`src/rtl/hazard_pkg.sv`:
```
// hazard_pkg: shared types and helpers for the hazard/forwarding unit
package hazard_pkg;
    localparam int RD_W = 5;
    localparam logic [RD_W-1:0] ZERO_REG = 5'd31;

    typedef struct packed {
        logic            valid;
        logic            regWrite;
        logic            isLoad;
        logic [RD_W-1:0] rd;
    } pipe_entry_t;

    function automatic int fwd_sel_w(input int stages);
        return $clog2(stages + 1);
    endfunction
endpackage

```
`src/rtl/fwd_match.sv`:
```
// fwd_match: nearest-producer priority matcher for one source operand
module fwd_match import hazard_pkg::*; #(
    parameter int FWD_STAGES = 2,
    parameter int REG_W      = 5,
    parameter int SEL_W      = 2
) (
    input  pipe_entry_t [FWD_STAGES-1:0] e,
    input  logic [REG_W-1:0]             src,
    input  logic                         en,
    output logic [SEL_W-1:0]             sel,
    output logic                         ld
);
    // scan oldest to newest so the nearest producer is the last to assign
    always_comb begin
        sel = '0;
        ld  = 1'b0;
        for (int j = FWD_STAGES - 1; j >= 0; j--)
            if (en && e[j].valid && e[j].regWrite && e[j].rd != ZERO_REG && REG_W'(e[j].rd) == src) begin
                sel = SEL_W'(j + 1);
                ld  = e[j].isLoad;
            end
    end
endmodule

```
`src/rtl/hazard_fwd_unit.sv`:
```
// hazard_fwd_unit: shadow-pipe forwarding selects and load-use stall generation
// HAZARD_STATS_EN adds a saturating stallCount output
module hazard_fwd_unit import hazard_pkg::*; #(
    parameter int NUM_SRC    = 2,
    parameter int FWD_STAGES = 2,
    parameter int REG_W      = 5,
    localparam int SEL_W     = fwd_sel_w(FWD_STAGES)
) (
    input  logic                     clk,
    input  logic                     reset,
    input  logic                     instValid_ID,
    input  logic                     flush_ID,
    input  logic [NUM_SRC-1:0]       fwdEn_ID,
    input  logic [NUM_SRC*REG_W-1:0] srcReg_ID,
    input  logic                     RegWrite_ID,
    input  logic                     MemRead_ID,
    input  logic [REG_W-1:0]         targetReg_ID,
    output logic                     stall_ID,
    output logic [NUM_SRC*SEL_W-1:0] FWD_EX
`ifdef HAZARD_STATS_EN
    ,
    output logic [15:0]              stallCount
`endif
);
    pipe_entry_t [FWD_STAGES-1:0] e;
    pipe_entry_t                  nxt;
    logic [NUM_SRC*SEL_W-1:0]     sel;
    logic [NUM_SRC-1:0]           ld;
    logic [NUM_SRC-1:0]           load_hit;
    logic                         advance;

    for (genvar k = 0; k < NUM_SRC; k++) begin : g_src
        fwd_match #(.FWD_STAGES(FWD_STAGES), .REG_W(REG_W), .SEL_W(SEL_W)) u_match (
            .e   (e),
            .src (srcReg_ID[k*REG_W +: REG_W]),
            .en  (fwdEn_ID[k]),
            .sel (sel[k*SEL_W +: SEL_W]),
            .ld  (ld[k])
        );
        assign load_hit[k] = ld[k] && sel[k*SEL_W +: SEL_W] == SEL_W'(1);
    end

    assign stall_ID = !reset && instValid_ID && !flush_ID && |load_hit;
    assign advance  = instValid_ID && !flush_ID && !stall_ID;
    assign nxt      = advance ? pipe_entry_t'{valid: 1'b1, regWrite: RegWrite_ID, isLoad: MemRead_ID, rd: RD_W'(targetReg_ID)} : '0;

    always_ff @(posedge clk) begin
        if (reset) begin
            e      <= '0;
            FWD_EX <= '0;
        end else begin
            e[0]   <= nxt;
            for (int i = 1; i < FWD_STAGES; i++)
                e[i] <= e[i-1];
            FWD_EX <= advance ? sel : '0;
        end
    end

`ifdef HAZARD_STATS_EN
    always_ff @(posedge clk) begin
        if (reset)
            stallCount <= '0;
        else if (stall_ID && stallCount != 16'hFFFF)
            stallCount <= stallCount + 16'd1;
    end
`endif
endmodule

```
`config.mk`:
```
export PLATFORM = sky130hd
export DESIGN_NAME = hazard_fwd_unit
export DESIGN_NICKNAME = d
export VERILOG_FILES = /design/src/rtl/hazard_pkg.sv /design/src/rtl/fwd_match.sv /design/src/rtl/hazard_fwd_unit.sv
export SDC_FILE = /design/constraint.sdc
export NUM_CORES = 1
export LEC_CHECK = 0
export CORE_MARGIN = 2
export CORE_UTILIZATION = 35
export DETAILED_ROUTE_END_ITERATION = 8
export HOLD_SLACK_MARGIN = 0.05
export PLACE_DENSITY_LB_ADDON = 0.05
export SYNTH_ARGS = -nofsm -noshare
export SYNTH_HDL_FRONTEND = slang
export SYNTH_SLANG_ARGS = --single-unit
```
`constraint.sdc`:
```
create_clock -name clk -period 1.1 [get_ports clk]
set_input_delay 0.11 -clock clk [delete_from_list [all_inputs] [get_ports clk]]
set_output_delay 0.11 -clock clk [all_outputs]
set_load 0.05 [all_outputs]
```
==> flow_metrics.tcl <==
set metrics [dict create \
    status "finished with violations" \
    violations "negative setup slack" \
    avgSynthCellArea_um2 9.765 \
    wl_per_cell_um 13.08 \
    die_y_um 53.27 \
    fin_nets 158 \
    cts-buffers-inserted 3 \
    drv_slew 0 \
    fmaxAchievable_mhz 613.4 \
    drtPass1Iterations 4 \
    fp.coreArea_um2 2255 \
    htree_levels 1 \
    final_cell_mix "21 x clkdlybuf4s50_1, 14 x buf_4, 13 x dfxtp_1" \
    area_growth_pct 71.28 \
    hold_end "e[3]" \
    clock_skew_ns 0.002426 \
    place_congestion 0.7790 \
    fin_hold_ws_ns 0.3265 \
    yosys.area.top_type "dfxtp_1" \
    layout_commonest_cell "clkdlybuf4s50_1" \
    fin_tns_setup_ns -4.263 \
    synthCells 87 \
    rows 17 \
    timing.rr.start "e[3]" \
    hold_viol_final 0 \
    worstHoldPathType "in -> reg" \
    syn_nets 110 \
    yosysTopAreaCellShare_pct 44.77 \
    worstPathRequired_ns 0.99 \
    first_global_vias 769 \
    grt_pass1_wl_um 3332 \
    worst-slew-pin-transition_ns 0.3170 \
    crit_fanout 4 \
    end_kind "output pin" \
    diodes 0 \
    rrSetupSlack_ns -0.35 \
    initial_utilization_pct 37.68 \
    rr_endpoint "FWD_EX[2]" \
    insertion_delay_ns 0.29 \
    stdcell_count 162 \
    drive_above_1_share_pct 33.58 \
    io_pins 28 \
    vias 774 \
    numPlacedInstances 152 \
    die-area_um2 2837 \
    period_needed_ns 1.630 \
    cts.sinks 19 \
    synth-seq-cells 19 \
    synth-edff-count 0 \
    tritoncts "built" \
    antenna_found_initial 0 \
    setup_violations 13 \
    min_period_over_period_pct 148.2 \
    critPathKind "reg -> out" \
    grt_overflow_total 0 \
    yosysSeqAreaShare_pct 44.77 \
    root_buffer "clkbuf_4" \
    hold_depth 3 \
    yosys_warnings 0 \
    wl_um 2119 \
    synth_ff_type "dfxtp_1" \
    powerDensity_nw_per_um2 872.9 \
    drtIter0Drc 6 \
    synth.cell_area_um2 849.6 \
    vdd_drop_max_mv 0.6731 \
    final_core_util_pct 64.54 \
    setup.worst_path.start_class "flip-flop" \
    vias_per_cell 4.778 \
    hp-start "targetReg_ID[3]" \
    placed_cell_area_um2 1297 \
    drv_cap 0 \
    final_cell_area_um2 1455 \
    port_buffers 27 \
    grt_start_max_net_pins 12 \
    p_leak_nw 0.5884 \
    post-route-drc-count 0 \
    synthArstFlopShare_pct 0 \
    relSlewSlack_pct 78.67 \
    cp.arrival_ns 1.52 \
    synth_area_leaders "dfxtp_1 45%, xnor2_1 12%, xor2_1 8.2%" \
    hpwl_um 1542 \
    ant_nets 0 \
    reg2reg_depth 6 \
    track_usage_pct 16.75 \
    clkTransAtPathRegs_ns 0.10 \
    clock_path_buffers 2 \
    die_w_um 53.27 \
    synth.distinct_cells 23 \
    rsz0062_at_grt "true" \
    setup_ws_ns -0.5303 \
]
[state kept, by name, summed over array words and instances, names as in the netlist]
| register | flops |
|---|---|
| e | 15 |
| FWD_EX | 4 |
[cells by family (layout without fill, tap and decap cells)]
logic type | count (synthesis) | after routing | share of synthesized area (%)
XOR/XNOR | 20 | 20 | 20.62
buffers and inverters | 2 | 49 | 1.030
flip-flops | 19 | 19 | 44.77
AND/OR/NAND/NOR | 33 | 33 | 22.83
AO/OA/AOI/OAI | 13 | 13 | 10.75
[critical path: stages (launching register included)]
cell	delay [ns]
dfxtp_4	0.38
xnor2_1	0.14
nand4_1	0.21
o22ai_4	0.20
and2_4	0.18
buf_12	0.13
[cell usage after synthesis (all sizes together) (2+ instances only)]
library cell  number
and2b              3
dfxtp             19
nor4               2
nor3               2
nand4              5
a21oi              7
nand2             11
and3b              2
xnor2             12
nor2b              3
xor2               8
a311oi             2
nor2               2
[how the worst max path moves through the flow]
stage | depth (start not counted) | from | endpoint | slack, ns
after global routing | 5 | e[1] | stall_ID | -0.62
after CTS | 5 | e[1] | stall_ID | -0.54
after floorplan | 4 | e[4] | stall_ID | -0.18
after global placement | 6 | srcReg_ID[4] | stall_ID | -0.50
final | 5 | e[3] | stall_ID | -0.53
after detailed placement | 6 | srcReg_ID[4] | stall_ID | -0.52
[layer usage]
metal / global-route usage (%) / share of wire [%]
met5: 0 / 0
met2: 29.63 / 50
met3: 3.672 / 4.5
met1: 19.86 / 45
met4: 5.128 / 0.57
[power breakdown]
part | switching (W) | total [W] | internal [W]
sequential | 0.0000143 | 0.000708 | 0.000694
clock | 0.000201 | 0.000336 | 0.000135
combinational | 0.0000829 | 0.000226 | 0.000143
[final cells by class]
type                       instances  area, um2
fill                             205      799.5
multi-input combinational         66      533.0
timing repair buffer              44      457.9
sequential                        19      397.9
tap                               28      35.03
clock buffer                       3      22.52
clock inverter                     1      5.005
inverter                           1      3.754
[metrics by stage]
step	worst slack [ns]	total power, W
6_report	-0.5303	0.001270
2_1_floorplan	-0.1837	0.0008003
3_3_place_gp	-0.5049	0.0009264
5_1_grt	-0.6174	0.001328
3_5_place_dp	-0.5193	0.0009277
4_1_cts	-0.5438	0.001270
[timing repair]
item | CTS | global route
buffers inserted | 4 | 2
hold buffers | 0 | 0
resized for setup | 14 | 7
endpoints found under the hold margin | 0 | 0
pin swaps | 10 | 5
setup endpoints to repair | 13 | 13
No activity file was read; power rests on OpenSTA's default activity.
